==> config.mk <==
export PLATFORM = sky130hd
export DESIGN_NAME = coin_collector
export DESIGN_NICKNAME = d
export VERILOG_FILES = /design/src/rtl/coin_pkg.sv /design/src/rtl/coin_decode.sv /design/src/rtl/coin_collector.sv
export SDC_FILE = /design/constraint.sdc
export NUM_CORES = 1
export LEC_CHECK = 0
export ABC_AREA = 0
export CORE_UTILIZATION = 55
export CTS_BUF_LIST = sky130_fd_sc_hd__clkbuf_4
export DETAILED_ROUTE_END_ITERATION = 8
export PLACE_DENSITY = 0.88
export SLEW_MARGIN = 10
export SYNTH_ARGS = -nofsm -noshare
export SYNTH_HDL_FRONTEND = slang
export SYNTH_HIERARCHICAL = 1
export SYNTH_SLANG_ARGS = --single-unit
==> constraint.sdc <==
create_clock -name clk_i -period 5.2 [get_ports clk_i]
set_clock_uncertainty 0.1 [all_clocks]
set_input_delay 0.52 -clock clk_i [delete_from_list [all_inputs] [get_ports clk_i]]
set_output_delay 0.52 -clock clk_i [all_outputs]
set_load 0.005 [all_outputs]
==> src/rtl/coin_pkg.sv <==
// Shared definitions for the coin front end of the vending machine.
// Provides the coin codes, their credit values, the collector state encoding
// and the credit ceiling.
package coin_pkg;

    // Coin codes as presented on coin_type.
    localparam logic [2:0] COIN_1  = 3'b000;
    localparam logic [2:0] COIN_2  = 3'b001;
    localparam logic [2:0] COIN_5  = 3'b010;
    localparam logic [2:0] COIN_10 = 3'b011;
    localparam logic [2:0] COIN_20 = 3'b100;
    localparam logic [2:0] COIN_50 = 3'b101;

    // Credit value of each coin.
    localparam logic [6:0] VALUE_1  = 7'd1;
    localparam logic [6:0] VALUE_2  = 7'd2;
    localparam logic [6:0] VALUE_5  = 7'd5;
    localparam logic [6:0] VALUE_10 = 7'd10;
    localparam logic [6:0] VALUE_20 = 7'd20;
    localparam logic [6:0] VALUE_50 = 7'd50;

    // Largest credit the 7-bit register can hold.
    localparam int unsigned MAX_CREDIT = 127;

    typedef enum logic [1:0] {
        StIdle    = 2'b00,
        StCollect = 2'b01,
        StLocked  = 2'b10,
        StRefund  = 2'b11
    } coin_state_e;

endpackage

==> src/rtl/coin_decode.sv <==
// Combinational coin decoder.
// Ports:
//   coin_type_i - 3-bit coin code
//   value_o     - credit value of the coin (0 for invalid codes)
//   valid_o     - high when the code names a real coin
module coin_decode
    import coin_pkg::*;
(
    input  logic [2:0] coin_type_i,
    output logic [6:0] value_o,
    output logic       valid_o
);

    always_comb begin
        value_o = 7'd0;
        valid_o = 1'b1;
        unique case (coin_type_i)
            COIN_1:  value_o = VALUE_1;
            COIN_2:  value_o = VALUE_2;
            COIN_5:  value_o = VALUE_5;
            COIN_10: value_o = VALUE_10;
            COIN_20: value_o = VALUE_20;
            COIN_50: value_o = VALUE_50;
            default: valid_o = 1'b0;
        endcase
    end

endmodule

==> src/rtl/coin_collector.sv <==
// Coin collector: validates coins, accumulates the running credit, freezes it
// while a purchase is in progress and refunds an abandoned session.
// Ports:
//   clk_i, rst_i          - clock, synchronous active-high reset
//   coin_valid_i/type_i   - coin strobe and code
//   lock_i                - level, freezes credit for a transaction
//   clear_i               - pulse, zeroes the credit
//   total_coin_value_o    - registered credit
//   coin_accept_o/reject_o- one-cycle result pulse for each coin
//   session_active_o      - high in COLLECT and LOCKED
//   timeout_refund_o      - one-cycle refund pulse
//   refund_value_o        - credit being refunded, 0 otherwise
module coin_collector
    import coin_pkg::*;
#(
    parameter int unsigned TIMEOUT_CYCLES = 1000
) (
    input  logic       clk_i,
    input  logic       rst_i,
    input  logic       coin_valid_i,
    input  logic [2:0] coin_type_i,
    input  logic       lock_i,
    input  logic       clear_i,
    output logic [6:0] total_coin_value_o,
    output logic       coin_accept_o,
    output logic       coin_reject_o,
    output logic       session_active_o,
    output logic       timeout_refund_o,
    output logic [6:0] refund_value_o
);

    localparam int unsigned    CntW    = (TIMEOUT_CYCLES > 1) ? $clog2(TIMEOUT_CYCLES) : 1;
    localparam logic [CntW-1:0] CntLast = CntW'(TIMEOUT_CYCLES - 1);
    localparam logic [7:0]      MaxSum  = 8'(MAX_CREDIT);

    coin_state_e     state_q, state_d;
    logic [6:0]      credit_q, credit_d;
    logic [CntW-1:0] cnt_q, cnt_d;
    logic            accept_q, accept_d;
    logic            reject_q, reject_d;

    logic [6:0] coin_value;
    logic       coin_ok;
    logic [7:0] sum;
    logic       coin_add;

    coin_decode u_decode (
        .coin_type_i (coin_type_i),
        .value_o     (coin_value),
        .valid_o     (coin_ok)
    );

    // 8-bit sum so an overflowing coin is caught rather than wrapped.
    assign sum      = {1'b0, credit_q} + {1'b0, coin_value};
    assign coin_add = coin_valid_i && !lock_i && !clear_i && coin_ok && (sum <= MaxSum) &&
                      ((state_q == StIdle) || (state_q == StCollect));

    always_ff @(posedge clk_i) begin
        if (rst_i) begin
            state_q  <= StIdle;
            credit_q <= 7'd0;
            cnt_q    <= '0;
            accept_q <= 1'b0;
            reject_q <= 1'b0;
        end else begin
            state_q  <= state_d;
            credit_q <= credit_d;
            cnt_q    <= cnt_d;
            accept_q <= accept_d;
            reject_q <= reject_d;
        end
    end

    // Priority: clear > lock > coin > timeout.
    always_comb begin
        state_d  = state_q;
        credit_d = credit_q;
        cnt_d    = '0;
        accept_d = coin_valid_i && coin_add;
        reject_d = coin_valid_i && !coin_add;
        unique case (state_q)
            StIdle: begin
                if (lock_i) begin
                    state_d = StLocked;
                end else if (coin_add) begin
                    state_d  = StCollect;
                    credit_d = sum[6:0];
                end
            end
            StCollect: begin
                if (clear_i) begin
                    state_d  = StIdle;
                    credit_d = 7'd0;
                end else if (lock_i) begin
                    state_d = StLocked;
                end else if (coin_add) begin
                    credit_d = sum[6:0];
                end else if (cnt_q == CntLast) begin
                    state_d = StRefund;
                end else begin
                    cnt_d = cnt_q + 1'b1;
                end
            end
            StLocked: begin
                if (clear_i) begin
                    state_d  = StIdle;
                    credit_d = 7'd0;
                end
            end
            StRefund: begin
                state_d  = StIdle;
                credit_d = 7'd0;
            end
            default: state_d = StIdle;
        endcase
    end

    always_comb begin
        total_coin_value_o = credit_q;
        coin_accept_o      = accept_q;
        coin_reject_o      = reject_q;
        session_active_o   = (state_q == StCollect) || (state_q == StLocked);
        timeout_refund_o   = (state_q == StRefund);
        refund_value_o     = (state_q == StRefund) ? credit_q : 7'd0;
    end

endmodule

### Yosys cells after proc, flatten, opt, wreduce, memory -nomap -nowiden

Index checks and enable logic that the tools add are counted.

* multiply operators: 0
* add/subtract/negate cells: 2
* eq/ne operators: 13
* bitwise gates (word level): 1
* reduce and logical (&&, ||, !) cells: 17
* shifts and indexed selects: 0
* divide/modulo/power cells: 0
* magnitude comparators: 1
* multiplexer cells: 16

Operator list (number)
* one-hot mux 6 bit (6 select lines): 1
* 2-to-1 mux 7 bit: 5
* one-hot mux 7 bit (4 select lines): 1
* 2-to-1 mux 2 bit: 7
* OR reduction 6 bit: 2
* adder 10 x 1 -> 10 bit, second input constant: 1
* equality test 10 bit, second input constant: 1
* adder 7 x 7 -> 8 bit: 1
* less-or-equal comparator 8 x 7 -> 1 bit, second input constant: 1
* inequality test 4 bit, second input constant: 2
* one-hot mux 2 bit (4 select lines): 1
* logical AND 1 bit: 7
* equality test 3 x 2 -> 1 bit, second input constant: 2
* equality test 3 bit, second input constant: 2
* equality test 2 bit, second input constant: 2
* AND reduction 4 bit: 1
* equality test 3 x 1 -> 1 bit, second input constant: 1
* logical NOT 1 bit: 3
* logical NOT 3 bit: 1
* inequality test 3 bit, second input constant: 1
* equality test 2 x 1 -> 1 bit, second input constant: 1
* logical NOT 2 bit: 1
* logical OR 1 bit: 2
* inequality test 2 bit, second input constant: 1
* other kinds (2): 2

* memories: 0
* flip-flop bits (word level): 21
* memory bits (read-only): 0
* output and inout bits: 18
* bits of input ports: 8
* word-level logic and storage cells: 55
* bits in writable memories: 0
* latch bits: 0

### Logic depth before layout (Yosys ltp)

* depth in word-level cells: 10
* gate-level depth with buffers: 8
* gate-level depth less buffers: 8

### By module

Netlist, hierarchy kept.

By module, submodules not included
* coin_collector: sequential area each 420.4 µm², instances 1, area an instance 1270.0 µm², cells an instance 144
* coin_decode: sequential area each 0.0 µm², instances 1, area an instance 60.1 µm², cells an instance 11

### Least setup slack after synthesis

No wires, ideal clock.

* path type: input to register
* start point: in coin_type_i[2]
* end point: reg credit_q[0] (netlist: total_coin_value_o[0])
* cell stages on the path: 8
* setup slack: 2846 ps
* path buffers: 0
* data arrival time: 2137 ps
* required time: 4983 ps
* library setup time: 117 ps
* cells stage by stage: nand2_1 > and2_1 > ha_1 > a21o_1 > a21oi_1 > o221ai_2 > o2bb2ai_1 > a22o_1

* cells in the longest elaborated chain, start to end: 10
* elaborated cells between the ends (all ways): 18
* those cells by class: 1 x add/sub; 1 x order compare; 5 x eq/ne; 6 x mux; 5 x reduce/logical

Ends and longest elaborated chain
* start, declared: RTL line coin_collector.sv:21 `input logic [2:0] coin_type_i,`
* equality test 3 bit (tied with other cells): RTL line coin_decode.sv:17 `unique case (coin_type_i)`
* one-hot mux 6 bit (6 select lines) (*): RTL line coin_decode.sv:17
* named net coin_value[1]: RTL line coin_collector.sv:42 `logic [6:0] coin_value;`
* adder 7 x 7 -> 8 bit (*): RTL line coin_collector.sv:54 `assign sum = {1'b0, credit_q} + {1'b0, coin_value};`
* less-or-equal comparator 8 x 7 -> 1 bit (*): RTL line coin_collector.sv:55 `assign coin_add = coin_valid_i && !lock_i && !clear_i && coin_ok && (sum <= MaxSum) &&`
* logical AND 1 bit (*) (2 in a row): RTL line coin_collector.sv:55
* 2-to-1 mux 7 bit (*): RTL line coin_collector.sv:85, coin_collector.sv:96
* 2-to-1 mux 7 bit (*): RTL line coin_collector.sv:83 `if (lock_i) begin`
* 2-to-1 mux 7 bit: RTL line coin_collector.sv:91 `if (clear_i) begin`
* one-hot mux 7 bit (4 select lines) (*): RTL line coin_collector.sv:81 `unique case (state_q)`
* end signal, assigned: RTL line coin_collector.sv:67 `credit_q <= credit_d;`
* end, declared: RTL line coin_collector.sv:37 `logic [6:0] credit_q, credit_d;`

Mark *: on every way through the listed nets, which the timed path passes. The rest lies on a longest branch.
A chain may end at the register's enable or synchronous reset.

### Worst setup path in the final report

* start point: in coin_type_i[2]
* end point: reg credit_q[1] (netlist: total_coin_value_o[1])

* cells in the longest elaborated chain, start to end: 10
* elaborated cells between the ends (all ways): 18
* those cells by class: 1 x add/sub; 1 x order compare; 5 x eq/ne; 6 x mux; 5 x reduce/logical

Ends and longest elaborated chain
* equality test 3 x 1 -> 1 bit (tied with other cells): RTL line coin_decode.sv:17
* OR reduction 6 bit (no source line) (*)
* 2-to-1 mux 1 bit (*): RTL line coin_decode.sv:17
* named net coin_ok: RTL line coin_collector.sv:43 `logic coin_ok;`
* logical AND 1 bit (*) (3 in a row): RTL line coin_collector.sv:55
* 2-to-1 mux 7 bit (*): RTL line coin_collector.sv:85, coin_collector.sv:96
* 2-to-1 mux 7 bit (*): RTL line coin_collector.sv:83
* 2-to-1 mux 7 bit: RTL line coin_collector.sv:91
* one-hot mux 7 bit (4 select lines) (*): RTL line coin_collector.sv:81

Marks and branches as above.

==> reports/metrics.yaml <==
clk_latency_ns: 0.30
cts_buffer_depth: 2
port_buffers: 25
die_w_um: 51.2
drc_errors: 0
vias_per_cell: 5.63
synth_seq_area_share_pct: 31.6
routabilityCongestion: 0.930
r2r_cells: 6
synth_area_leaders: "dfxtp_1 32%, ha_1 11%, nor2_1 7.6%"
rsz0062_at_grt: "false"
pwr-share-seq_pct: 52.5
r2r-start: "total_coin_value_o[1]"
antenna_found_initial: 0
arrival_ns: 2.98
grt-ovfl-total: 0
fmax_mhz: 353
cp-startpoint: "coin_type_i[2]"
drv_cap: 0
final_cell_area_mm2: 0.00163
cts_resized: 0
area_growth_pct: 22.5
wirelength_um: 2730
synth.cell_area_mm2: 0.00133
clock_sinks: 21
synthFlopType: "dfxtp_1"
p_leak_nw: 0.647
hp-class: "reg2reg"
regToRegEndpoint: "total_coin_value_o[1]"
pwr_density_cell_mw_per_mm2: 199
grt_max_degree: 12
netlist_instances: 155
drive_gt1_share_pct: 4.97
nFillCells: 191
netlist.area_leader.share_pct: 31.6
finalHoldViolations: 0
dr_total_vias: 1176
critPathCaptureType: "register"
cts_hold_buf: 0
post-dp-hpwl_um: 2240
power.internal_w: 0.000234
hold_slack_ns: 0.355
worst_ep_required_time_ns: 5.35
cp-start-kind: "input pin"
fp.dieH_um: 51.2
grt_pass1_wl_um: 4660
post-route-min-period_ns: 2.84
io_pins: 26
post_cts_buffers: 0
setup_viol: 0
core_area_mm2: 0.00225
track_usage_pct: 23.8
drt_first_pass_iters: 4
avgSynthCellArea_um2: 8.58
numCtsBuffers: 3
tns_ns: 0
p_sw_w: 0.0000904
synth-edff-count: 0
synthTopCellsByCount: "27 x nor2_1, 21 x dfxtp_1, 12 x ha_1"
cts_htree_levels: 1
wire_per_inst_um: 13.0
timing.final.crit_share_pct: 54.5
fp-row-count: 17
total_power_w: 0.000325
yosysWarnings: 6
synth_seq_cells: 21
ir_worst_vdd_v: 0.000136
path_clk_slew_ns: 0.11
share_comb_of_total_power_pct: 22.7
r2r_slack_ns: 2.97
clockPowerShare_pct: 24.8
start_util_pct: 59.0
post-synth-top-count-cell: "nor2_1"
diodes: 0
yosysTopAreaCell: "dfxtp_1"
synth.distinct_cells: 36
clockRootBuffer: "clkbuf_4"
fin_nets: 203
dpl_cell_area_mm2: 0.00160
dieArea_mm2: 0.00262
cts_tree: "built"
initialDrtViolationCount: 16
crit_end: "total_coin_value_o[1]"
status: "complete, no violations"
setup.worst_path.class: "in2reg"
swShare_pct: 27.8
path_max_fanout: 7
async_reset_ff_share_pct: 0
slew_violations: 0
first_global_vias: 1103
drtAntennaViolNets: 0
synth_fp_nets: 176
==> cells in the final DEF, fill, tap and decap left out <==
cell | synthesis | layout
a211o_1 | 1 | 1
a21o_1 | 1 | 1
a21oi_1 | 9 | 9
a22o_1 | 7 | 7
a31oi_1 | 1 | 1
and2_1 | 10 | 10
and3_1 | 1 | 1
and4_1 | 1 | 1
clkbuf_4 | 0 | 4
clkdlybuf4s50_1 | 0 | 25
conb_1 | 1 | 1
dfxtp_1 | 21 | 21
fa_1 | 1 | 1
ha_1 | 12 | 12
inv_1 | 5 | 5
nand2_1 | 10 | 10
nand2b_1 | 4 | 4
nand3_1 | 4 | 4
nand4_1 | 5 | 5
nor2_1 | 27 | 27
nor2b_1 | 2 | 2
nor2b_2 | 1 | 1
nor3_1 | 1 | 1
nor3_4 | 1 | 1
nor4b_1 | 1 | 1
nor4b_4 | 1 | 1
o211a_1 | 1 | 1
o211ai_1 | 1 | 1
o21ai_0 | 4 | 4
o221a_2 | 1 | 1
o221ai_1 | 1 | 1
o221ai_2 | 1 | 1
o2bb2ai_1 | 1 | 1
xnor2_1 | 8 | 8
xor2_1 | 6 | 6
==> power by group through the flow <==
| stage | logic [W] | registers (W) | clock network (W) |
|---|---|---|---|
| after floorplan | 0.0000486 | 0.000173 | 0 |
| after global placement | 0.0000712 | 0.000174 | 0 |
| after detailed placement | 0.0000736 | 0.000174 | 0 |
| after CTS | 0.0000738 | 0.000170 | 0.0000816 |
| after global routing | 0.0000829 | 0.000171 | 0.0000892 |
| final | 0.0000737 | 0.000171 | 0.0000806 |
==> cells by family (layout without fill, tap and decap cells) <==
| kind of cell | after synthesis | after routing | synth area share, % |
|---|---|---|---|
| adders and majority gates | 13 | 13 | 12.8 |
| AOI/OAI and AO/OA | 29 | 29 | 15.8 |
| other | 1 | 1 | 0.282 |
| DFF | 21 | 21 | 31.6 |
| xor gates and xnor gates | 14 | 14 | 9.22 |
| buffers and inverters | 8 | 34 | 2.63 |
| and+or+nand+nor | 69 | 69 | 27.7 |
==> final cells by class <==
type                            instances  area, um^2  share of cell area [%]
Tap cell                               28        35.0                    2.15
Timing Repair Buffer                   25         250                    15.4
Clock buffer                            4        30.0                    1.84
Inverter                                5        18.8                    1.15
Multi-Input combinational cell        126         875                    53.7
Sequential cell                        21         420                    25.8
==> metal layers <==
layer	GRT usage, %	vias to the layer above	share of wire, %
met1	28.8	544	46
met3	2.08	8	3.4
met2	41.0	30	47
met5	0	-	0
li1	-	594	-
met4	13.4	0	3.3
==> worst min path at each step <==
stage	depth (start not counted)	start	endpoint	slack (ns)
after floorplan	1	cnt_q[0]	cnt_q[0]	0.31
after global placement	1	cnt_q[0]	cnt_q[0]	0.33
after detailed placement	1	cnt_q[0]	cnt_q[0]	0.34
after CTS	1	cnt_q[0]	cnt_q[0]	0.36
after global routing	1	cnt_q[0]	cnt_q[0]	0.39
final	1	cnt_q[0]	cnt_q[0]	0.36
==> state kept, by name (all words and copies together), names as in the netlist <==
register,cells
cnt_q,10
coin_accept_o,1
coin_reject_o,1
state_q,2
total_coin_value_o,7
==> per-stage QoR <==
step | instances | utilization, % | setup WS, ns
floorplan | 155 | - | 2.85
global placement | 205 | 70.9 | 2.16
detailed placement | 205 | 70.9 | 2.06
CTS | 209 | 72.3 | 2.38
global route | 209 | 72.3 | 2.19
finish | 209 | 72.3 | 2.36
==> critical path: stages <==
cell             delay [ns]
clkdlybuf4s50_1        0.54
nand2_1                0.09
and2_1                 0.19
ha_1                   0.28
a21o_1                 0.18
a21oi_1                0.30
o221ai_2               0.25
nor4b_4                0.42
a22o_1                 0.20
Note: power is estimated with default switching activity, not from simulation.
